<file path="src/rtl/flag_tracker_if.sv">
// flag_tracker_if: bundles the ALU flag path, branch resolution and trap
// handshake signals of flag_tracker.
//   flag_we/nflag/pc_in : ALU result flags and PC of the producing instruction
//   flag                : registered Flag word fed back to the ALU
//   br_eval/br_cond     : branch condition request; br_valid/br_taken reply
//   trap_req/trap_ack   : overflow trap handshake with the controller; epc
//   ovf_cnt             : overflow event count (zero unless FLAG_TRAP_CNT_EN)
// Modports: slave = flag_tracker side, master = controller/ALU side.
interface flag_tracker_if #(
  parameter int unsigned CNT_W = 8
);
  logic             flag_we;
  logic [31:0]      nflag;
  logic [31:0]      pc_in;
  logic [31:0]      flag;
  logic             br_eval;
  logic [2:0]       br_cond;
  logic             br_valid;
  logic             br_taken;
  logic             trap_req;
  logic             trap_ack;
  logic [31:0]      epc;
  logic [CNT_W-1:0] ovf_cnt;

  modport slave (
    input  flag_we, nflag, pc_in, br_eval, br_cond, trap_ack,
    output flag, br_valid, br_taken, trap_req, epc, ovf_cnt
  );

  modport master (
    output flag_we, nflag, pc_in, br_eval, br_cond, trap_ack,
    input  flag, br_valid, br_taken, trap_req, epc, ovf_cnt
  );
endinterface

</file>
<file path="src/rtl/flag_tracker.sv">
// flag_tracker: architectural Flag register with sticky overflow, forwarded
// branch-condition resolution and an overflow trap req/ack handshake.
// Ports:
//   clk   : system clock, rising edge
//   reset : asynchronous, active-high reset
//   bus   : flag_tracker_if.slave (see interface header for signal list)
// Optional feature: define FLAG_TRAP_CNT_EN to build the saturating overflow
// event counter on bus.ovf_cnt; otherwise ovf_cnt is tied to zero.
// Flag bit positions default from FLAG_BIT_ZERO / FLAG_BIT_OVERFLOW.
`ifndef FLAG_BIT_ZERO
`define FLAG_BIT_ZERO 0
`endif
`ifndef FLAG_BIT_OVERFLOW
`define FLAG_BIT_OVERFLOW 1
`endif

module flag_tracker #(
  parameter int unsigned ZERO_BIT = `FLAG_BIT_ZERO,
  parameter int unsigned OVF_BIT  = `FLAG_BIT_OVERFLOW,
  parameter int unsigned CNT_W    = 8
) (
  input  logic          clk,
  input  logic          reset,
  flag_tracker_if.slave bus
);

  typedef enum logic [1:0] {
    IDLE = 2'd0,
    TRAP = 2'd1,
    ACK  = 2'd2
  } state_e;

  state_e      state_q, state_d;
  logic [31:0] flag_q, flag_d;
  logic [31:0] epc_q, epc_d;
  logic        trap_req_q, trap_req_d;
  logic        br_valid_q;
  logic        br_taken_q, br_taken_d;
  logic        ovf_ev;
  logic        ovf_clr;
  logic        eff_z;
  logic        eff_ov;
  logic        cond_res;

  assign ovf_ev = bus.flag_we & bus.nflag[OVF_BIT];

  // Trap FSM
  always_comb begin
    state_d    = state_q;
    epc_d      = epc_q;
    trap_req_d = trap_req_q;
    ovf_clr    = 1'b0;
    case (state_q)
      IDLE: begin
        if (ovf_ev) begin
          state_d    = TRAP;
          epc_d      = bus.pc_in;
          trap_req_d = 1'b1;
        end
      end
      TRAP: begin
        // Further overflows are masked here; epc keeps the first one.
        if (bus.trap_ack) begin
          state_d    = ACK;
          trap_req_d = 1'b0;
        end
      end
      ACK: begin
        ovf_clr = 1'b1;
        if (ovf_ev) begin
          state_d    = TRAP;
          epc_d      = bus.pc_in;
          trap_req_d = 1'b1;
        end else begin
          state_d = IDLE;
        end
      end
      default: begin
        state_d    = IDLE;
        trap_req_d = 1'b0;
      end
    endcase
  end

  // Flag register: plain load, except the overflow bit is sticky and only
  // cleared in ACK; a new overflow in the same cycle beats the clear.
  always_comb begin
    flag_d = flag_q;
    if (bus.flag_we) begin
      flag_d = bus.nflag;
    end
    flag_d[OVF_BIT] = (flag_q[OVF_BIT] & ~ovf_clr) | ovf_ev;
  end

  // Branch resolution with same-cycle forwarding of nflag
  always_comb begin
    eff_z  = bus.flag_we ? bus.nflag[ZERO_BIT] : flag_q[ZERO_BIT];
    eff_ov = (bus.flag_we ? bus.nflag[OVF_BIT] : flag_q[OVF_BIT]) | flag_q[OVF_BIT];
    case (bus.br_cond)
      3'b000:  cond_res = eff_z;
      3'b001:  cond_res = ~eff_z;
      3'b010:  cond_res = eff_ov;
      3'b011:  cond_res = ~eff_ov;
      default: cond_res = 1'b1;
    endcase
    br_taken_d = bus.br_eval ? cond_res : br_taken_q;
  end

  always_ff @(posedge clk or posedge reset) begin
    if (reset) begin
      state_q    <= IDLE;
      flag_q     <= '0;
      epc_q      <= '0;
      trap_req_q <= 1'b0;
      br_valid_q <= 1'b0;
      br_taken_q <= 1'b0;
    end else begin
      state_q    <= state_d;
      flag_q     <= flag_d;
      epc_q      <= epc_d;
      trap_req_q <= trap_req_d;
      br_valid_q <= bus.br_eval;
      br_taken_q <= br_taken_d;
    end
  end

`ifdef FLAG_TRAP_CNT_EN
  logic [CNT_W-1:0] ovf_cnt_q;

  // Counts every overflow event, including those masked in TRAP; saturates.
  always_ff @(posedge clk or posedge reset) begin
    if (reset) begin
      ovf_cnt_q <= '0;
    end else if (ovf_ev && (ovf_cnt_q != '1)) begin
      ovf_cnt_q <= ovf_cnt_q + 1'b1;
    end
  end

  assign bus.ovf_cnt = ovf_cnt_q;
`else
  assign bus.ovf_cnt = '0;
`endif

  assign bus.flag     = flag_q;
  assign bus.epc      = epc_q;
  assign bus.trap_req = trap_req_q;
  assign bus.br_valid = br_valid_q;
  assign bus.br_taken = br_taken_q;

endmodule
</file>
<file path="src/flat_wrapper.sv">
// flat-port wrapper written by rule: the top's interface ports become plain ports
module flag_tracker_flat 
#(
  parameter int unsigned ZERO_BIT = `FLAG_BIT_ZERO,
  parameter int unsigned OVF_BIT  = `FLAG_BIT_OVERFLOW,
  parameter int unsigned CNT_W    = 8
)
  (clk, reset, bus_flag_we, bus_nflag, bus_pc_in, bus_br_eval, bus_br_cond, bus_trap_ack, bus_flag, bus_br_valid, bus_br_taken, bus_trap_req, bus_epc, bus_ovf_cnt);
  flag_tracker_if #(.CNT_W(CNT_W)) bus_i ();
  input  logic clk;
  input  logic reset;
  input wire logic [$bits(bus_i.flag_we)-1:0] bus_flag_we;
  input wire logic [$bits(bus_i.nflag)-1:0] bus_nflag;
  input wire logic [$bits(bus_i.pc_in)-1:0] bus_pc_in;
  input wire logic [$bits(bus_i.br_eval)-1:0] bus_br_eval;
  input wire logic [$bits(bus_i.br_cond)-1:0] bus_br_cond;
  input wire logic [$bits(bus_i.trap_ack)-1:0] bus_trap_ack;
  output wire logic [$bits(bus_i.flag)-1:0] bus_flag;
  output wire logic [$bits(bus_i.br_valid)-1:0] bus_br_valid;
  output wire logic [$bits(bus_i.br_taken)-1:0] bus_br_taken;
  output wire logic [$bits(bus_i.trap_req)-1:0] bus_trap_req;
  output wire logic [$bits(bus_i.epc)-1:0] bus_epc;
  output wire logic [$bits(bus_i.ovf_cnt)-1:0] bus_ovf_cnt;
  assign bus_i.flag_we = bus_flag_we;
  assign bus_i.nflag = bus_nflag;
  assign bus_i.pc_in = bus_pc_in;
  assign bus_i.br_eval = bus_br_eval;
  assign bus_i.br_cond = bus_br_cond;
  assign bus_i.trap_ack = bus_trap_ack;
  assign bus_flag = bus_i.flag;
  assign bus_br_valid = bus_i.br_valid;
  assign bus_br_taken = bus_i.br_taken;
  assign bus_trap_req = bus_i.trap_req;
  assign bus_epc = bus_i.epc;
  assign bus_ovf_cnt = bus_i.ovf_cnt;
  flag_tracker #(.ZERO_BIT(ZERO_BIT), .OVF_BIT(OVF_BIT), .CNT_W(CNT_W)) u_core (.clk(clk), .reset(reset), .bus(bus_i));
endmodule
</file>
<file path="config.mk">
export PLATFORM = sky130hd
export DESIGN_NAME = flag_tracker_flat
export DESIGN_NICKNAME = d
export VERILOG_FILES = /design/src/rtl/flag_tracker_if.sv /design/src/rtl/flag_tracker.sv /design/src/flat_wrapper.sv
export SDC_FILE = /design/constraint.sdc
export NUM_CORES = 1
export LEC_CHECK = 0
export ABC_AREA = 1
export BUFFER_PORTS_ARGS = -buffer_cell sky130_fd_sc_hd__buf_2
export CORE_ASPECT_RATIO = 1.4
export CORE_MARGIN = 5
export CORE_UTILIZATION = 24
export DETAILED_ROUTE_END_ITERATION = 8
export PLACE_DENSITY = 0.54
export SLEW_MARGIN = 20
export SYNTH_ARGS = -nofsm -noshare
export SYNTH_HDL_FRONTEND = slang
export SYNTH_SLANG_ARGS = --single-unit
</file>
<file path="constraint.sdc">
create_clock -name clk -period 5.45 [get_ports clk]
set_input_delay 0 -clock clk [delete_from_list [all_inputs] [get_ports clk]]
set_output_delay 0 -clock clk [all_outputs]
set_load 0.005 [all_outputs]
</file>
==> flow_summary.yaml, run 1 <==
outcome:
  run_status: "finished, final reports clean"
pwr:
  p_leak_nw: 2.57
  ir_worst_vdd_mv: 0.138
  power.density_nw_per_um2: 316
  p_switching_mw: 0.367
  switching_share: 0.254
  comb_power_share: 0.182
  p_seq_frac: 0.431
  pwr-share-clk: 0.387
  finalPower_mw: 1.44
  intPower_mw: 1.08
sta:
  post-route-min-period_ps: 1420
  finalCritPeriodShare: 0.261
  max_freq_mhz: 702
  clock_skew_ps: 4.69
  tightest_slew_ps: 681
  rsz0062_at_grt: "no"
  final.setup.worst_slack_ps: 4030
  slew_headroom: 0.546
  drv_slew: 0
  hold_viol_final: 0
  setup_viol: 0
  setup_tns_ps: 0
  fin_hold_ws_ps: 88.4
floorplan:
  die_w_um: 102
  die-area_um2: 14100
  num_rows: 47
  start_util: 0.242
  ios: 147
  core_um2: 11700
  die_y_um: 139
clock_network:
  h-tree-depth: 3
  cts_buffers: 9
  clockRootBuffer: "clkbuf_16"
  clk_latency_ps: 320
  clock_sinks: 69
  cts_tree: "built"
  cts_hold_buf: 67
  cts_resized: 0
  clk_pin_slew_worst_paths_ps: 50
  cts_buffer_depth: 2
  post_cts_buffers: 0
setup_path:
  cp-start-kind: "flip-flop"
  reg2reg_slack_ps: 4030
  rr_endpoint: "u_core.bus.epc[22]"
  crit_fanout: 66
  timing.rr.start: "u_core.state_q[0]"
  cp.arrival_ps: 1590
  critPathRequiredTime_ps: 5620
  r2r_cells: 4
  worstSetupPathType: "reg2reg"
  endpoint_kind: "flip-flop"
worst_hold_path:
  hp-class: "in2reg"
  hold_depth: 6
  hold_end: "u_core.bus.br_taken"
  min-delay-start: "bus_br_cond[2]"
route:
  viasPerCell: 3.89
  drt-wirelength-per-cell_um: 11.7
  drc: 0
  detail-route-antenna-nets: 0
  drt_iter0_markers: 69
  drt_wl_total_um: 7860
  dr_total_vias: 2613
  dr.pass1.iters: 4
logic_synthesis:
  ys_warn_count: 0
  synth_most_common_cell: "nand2_1"
  synthArstFlopShare: 1.00
  synth_area_leaders: "dfrtp_1 61%, nand2_1 18%, inv_1 5.3%"
  synth_edf_count: 0
  synth_top_area_frac: 0.609
  yosys.area.top_type: "dfrtp_1"
  ys_types: 16
  netlist_instances: 316
  ys_ff_latch: 69
  ys_top_cells_by_count: "137 x nand2_1, 69 x dfrtp_1, 40 x inv_1"
  syn_area_um2: 2840
  seq_area_frac_synth: 0.609
  synthFlopType: "dfrtp_1"
  avgSynthCellArea_um2: 8.97
place:
  port_buffers: 138
  dp_slack_ps: 3810
  gp_congestion: 0.727
  hpwlAfterDp_um: 5510
layout:
  final_util: 0.391
  nets: 592
  drive_gt1_frac: 0.331
  diodes: 0
  nFillCells: 1178
  syn2layout_area_growth_pct: 61.3
global_route:
  grt_pass1_wl_um: 12700
  grt_max_degree: 67
  gr-total-overflow: 0
  grt.total_usage: 0.114
  grt_pass1_vias: 2681
  antenna_found_initial: 0
flow_run:
  maxCapViolations: 0
-- per-stage QoR --
stage	cells	area, um2
detailed placement	589	3600
global placement	589	3600
floorplan	323	2860
finish	672	4570
CTS	672	4570
global route	672	4570
-- how the worst max path moves through the flow --
| stage | from | end | slack [ps] |
|---|---|---|---|
| CTS | u_core.state_q[0] | u_core.bus.epc[22] | 4030 |
| detailed placement | bus_flag_we | u_core.bus.br_taken | 3810 |
| finish | u_core.state_q[0] | u_core.bus.epc[22] | 4030 |
| floorplan | reset | u_core.bus.br_taken | 3710 |
| global placement | bus_flag_we | u_core.bus.br_taken | 3870 |
| global route | u_core.state_q[0] | u_core.bus.epc[13] | 3900 |
-- final cells by class --
type                       instances  area, um2  area share
inverter                          40        151      0.0331
clock inverter                     3       17.5     0.00383
sequential                        69       1730       0.378
timing repair buffer             208       1380       0.303
clock buffer                      13        280      0.0613
multi-input combinational        192        828       0.181
tap                              147        184      0.0402
-- state kept, by name, summed over array words and instances (netlist names) --
| signal | count |
|---|---|
| u_core.bus.br_valid | 1 |
| u_core.bus.epc | 32 |
| u_core.bus.br_taken | 1 |
| u_core.state_q | 2 |
| u_core.bus.flag | 32 |
| u_core.bus.trap_req | 1 |
-- metal layers --
layer | track usage | up-vias | wire length (um) | part of all wire
met5 | 0 | - | 0 | 0
met4 | 0.0511 | 0 | 125 | 0.016
met3 | 0.0342 | 9 | 646 | 0.082
met2 | 0.199 | 95 | 3910 | 0.50
met1 | 0.126 | 1172 | 3180 | 0.40
li1 | - | 1337 | - | -
-- layout by cell type (no fill, tap or decap) --
master / count
inv_1: 39
buf_4: 3
clkinvlp_4: 1
buf_2: 138
or2_2: 1
dfrtp_1: 69
o21bai_1: 1
clkbuf_16: 9
o21ai_2: 14
nand2_2: 1
clkinv_2: 3
dlygate4sd3_1: 67
conb_1: 8
o21ai_0: 3
o21ai_1: 16
nor2_1: 7
nand2_1: 137
nand3_1: 4
clkbuf_8: 4
-- power groups by stage --
stage               sequential [mW]  combinational, mW  clock (mW)
finish                        0.623              0.263       0.559
global route                  0.632              0.300       0.603
CTS                           0.624              0.268       0.583
detailed placement            0.632              0.231           0
global placement              0.630              0.227           0
floorplan                     0.636              0.108           0
-- critical path, stage by stage, from the launching register on --
cell	delay [ps]
dfrtp_1	410
or2_2	300
buf_4	340
nand2_1	120
o21ai_0	90
-- logic make-up (layout without fill, tap and decap cells) --
logic type      Yosys count  after routing  synth area share
compound gates           34             34            0.0794
flops                    69             69             0.609
other cells               1              8           0.00132
simple gates            150            150             0.202
buf+inv                  62            264             0.108
Power figures use the tool's default switching activity.
==> run 2: changes to the inputs <==
--- a/config.mk
+++ b/config.mk
@@ -5,13 +5,13 @@
 export SDC_FILE = /design/constraint.sdc
 export NUM_CORES = 1
 export LEC_CHECK = 0
-export ABC_AREA = 1
+export ABC_AREA = 0
 export BUFFER_PORTS_ARGS = -buffer_cell sky130_fd_sc_hd__buf_2
 export CORE_ASPECT_RATIO = 1.4
 export CORE_MARGIN = 5
 export CORE_UTILIZATION = 24
 export DETAILED_ROUTE_END_ITERATION = 8
-export PLACE_DENSITY = 0.54
+export PLACE_DENSITY = 0.56
 export SLEW_MARGIN = 20
 export SYNTH_ARGS = -nofsm -noshare
 export SYNTH_HDL_FRONTEND = slang
==> constraint.sdc (replaced) <==
create_clock -name clk -period 1.2 [get_ports clk]
set_input_delay 0 -clock clk [delete_from_list [all_inputs] [get_ports clk]]
set_output_delay 0 -clock clk [all_outputs]
set_load 0.005 [all_outputs]
==> run 2 against run 1 <==
Via count is 20% lower. Critical endpoint is now u_core.bus.epc[0]. Clock skew fell by 1.8 ps. Critical path depth is 1 lower. Clock power grew to 4.2 times the previous value. Highest routed layer unchanged. Maximum frequency increased by 22%. Global-route usage decreased by 1.1 points. Core utilization increased by 2.8 points. Sequential power grew to 4.6 times the previous value. Combinational power grew to 5.0 times the previous value.
==> flow_summary.yaml, run 2 <==
global_route:
  gr-total-overflow: 0
  grt_pass1_vias: 2286
  grt.total_usage: 0.103
  grt_pass1_wl_um: 10800
  antenna_found_initial: 0
  grt_max_degree: 70
logic_synthesis:
  synth_most_common_cell: "dfrtp_1"
  ys_types: 20
  yosys.area.top_type: "dfrtp_1"
  ys_warn_count: 0
  ys_ff_latch: 69
  synthArstFlopShare: 1.00
  synth_edf_count: 0
  seq_area_frac_synth: 0.646
  avgSynthCellArea_um2: 15.9
  netlist_instances: 168
  synthFlopType: "dfrtp_1"
  synth_area_leaders: "dfrtp_1 65%, mux2_2 27%, buf_4 2.5%"
  syn_area_um2: 2670
  synth_top_area_frac: 0.646
  ys_top_cells_by_count: "69 x dfrtp_1, 63 x mux2_2, 9 x buf_4"
route:
  drt-wirelength-per-cell_um: 13.0
  drt_iter0_markers: 31
  dr_total_vias: 2094
  viasPerCell: 3.97
  detail-route-antenna-nets: 0
  dr.pass1.iters: 4
  drt_wl_total_um: 6860
  drc: 0
place:
  dp_slack_ps: 0.362
  hpwlAfterDp_um: 4760
  gp_congestion: 0.747
  port_buffers: 138
  dpl.cell_count: 445
floorplan:
  start_util: 0.246
  core_um2: 10900
  ios: 147
  num_rows: 45
  die-area_um2: 13400
  die_w_um: 99.2
  die_y_um: 135
sta:
  hold_viol_final: 0
  finalCritPeriodShare: 0.972
  post-route-min-period_ps: 1170
  final.setup.worst_slack_ps: 33.9
  setup_viol: 0
  max_freq_mhz: 858
  clock_skew_ps: 2.87
  drv_slew: 0
  rsz0062_at_grt: "yes"
clock_network:
  clk_latency_ps: 320
  h-tree-depth: 3
  cts_buffers: 9
  clockRootBuffer: "clkbuf_16"
  clk_pin_slew_worst_paths_ps: 50
  clock_sinks: 69
  cts_buffer_depth: 2
  cts_tree: "built"
pwr:
  ir_worst_vdd_mv: 0.623
  p_leak_nw: 2.18
  switching_share: 0.233
  pwr-share-clk: 0.359
  comb_power_share: 0.201
  intPower_mw: 5.00
  power.density_nw_per_um2: 1430
  p_seq_frac: 0.440
  p_switching_mw: 1.52
layout:
  nets: 456
  final_common_cell: "buf_2"
  syn2layout_area_growth_pct: 70.3
  diodes: 0
  instances_no_fill: 528
  drive_gt1_frac: 0.594
  mostFrequentLayoutCells: "138 x buf_2, 69 x dfrtp_1, 67 x dlygate4sd3_1, 63 x mux2_2, 10 x clkbuf_16"
setup_path:
  crit_fanout: 14
  worstSetupPathType: "reg2reg"
  critPathRequiredTime_ps: 1400
  crit_chain: "nand3b_4 -> clkbuf_16 -> mux2_2"
  path_buf_inv: 1
  critPathSlowestCell: "dfrtp_1"
  cp_top_family: "flip-flops"
  cp-start-kind: "flip-flop"
  cp.arrival_ps: 1370
  endpoint_kind: "flip-flop"
  slowest_delay_ps: 370
flow_run:
  maxCapViolations: 0
outcome:
  run_status: "finished, final reports clean"
worst_hold_path:
  hp-class: "in2reg"
==> run 2: layout make-up <==
| class | count | area, um2 |
|---|---|---|
| fill | 1004 | 6310 |
| sequential | 69 | 1730 |
| timing repair buffer | 213 | 1460 |
| multi-input combinational | 89 | 908 |
| clock buffer | 12 | 256 |
| tap | 141 | 176 |
| inverter | 2 | 11.3 |
| clock inverter | 2 | 10.0 |
==> run 2: worst paths after layout <==
check | to | startpoint | slack, ps | cells after the start
worst max-delay path | u_core.bus.epc[0] | u_core.state_q[0] | 30 | 3
worst min-delay path | u_core.bus.br_taken | bus_br_cond[0] | 80 | 3
worst max register to register | u_core.bus.epc[0] | u_core.state_q[0] | 30 | 3
worst min register to register | u_core.bus.trap_req | u_core.bus.trap_req | 470 | 2
max in group asynchronous | u_core.state_q[0] | reset | 600 | 4
min in group asynchronous | u_core.bus.flag[14] | reset | 330 | 4
==> run 2: worst min-delay path: stages <==
cell and delay, ps:
buf_2 80, nor2b_1 160, a311oi_2 110
==> run 2: power groups by stage <==
stage          Clock (mW)  Combinational, mW  Sequential, mW
2_1_floorplan           0              0.489            2.94
3_3_place_gp            0               1.11            2.89
3_5_place_dp            0               1.13            2.90
4_1_cts              2.44               1.30            2.87
5_1_grt              2.54               1.45            2.92
6_report             2.34               1.31            2.87
==> run 2: cells by family (layout without fill, tap and decap cells) <==
kind of cell | count (synthesis) | in the layout | share of synthesized area
flip-flops | 69 | 69 | 0.646
multiplexers | 64 | 64 | 0.271
buffers and inverters | 17 | 229 | 0.0393
AND/OR/NAND/NOR | 11 | 11 | 0.0257
AO/OA/AOI/OAI | 6 | 6 | 0.0168
other | 1 | 8 | 0.00140
==> run 2: through the flow <==
stage / TNS, ps / cell area, um2 / hold WS [ps] / utilization / power, mW
final: 0 / 4550 / 79.0 / 0.419 / 6.52
after global routing: -49.9 / 4550 / 75.0 / 0.419 / 6.91
after CTS: 0 / 4490 / 28.2 / 0.413 / 6.62
after detailed placement: 0 / 3550 / 131 / 0.327 / 4.04
after global placement: 0 / 3550 / 127 / 0.327 / 4.00
after floorplan: 0 / 2720 / 31.4 / - / 3.43
==> run 2: timing repair <==
action	4_1_cts	5_1_grt
hold buffers	67	0
setup endpoints to repair	1	6
gates resized for setup	1	5
endpoints found under the hold margin	138	0
pin swaps	1	0
setup buffers	0	1
cloned	0	1
==> run 2: per-layer routing <==
metal  wire length (um)  GRT usage
met4                132     0.0440
met1               2440      0.103
met3                588     0.0429
met2               3700      0.186
met5                  0          0
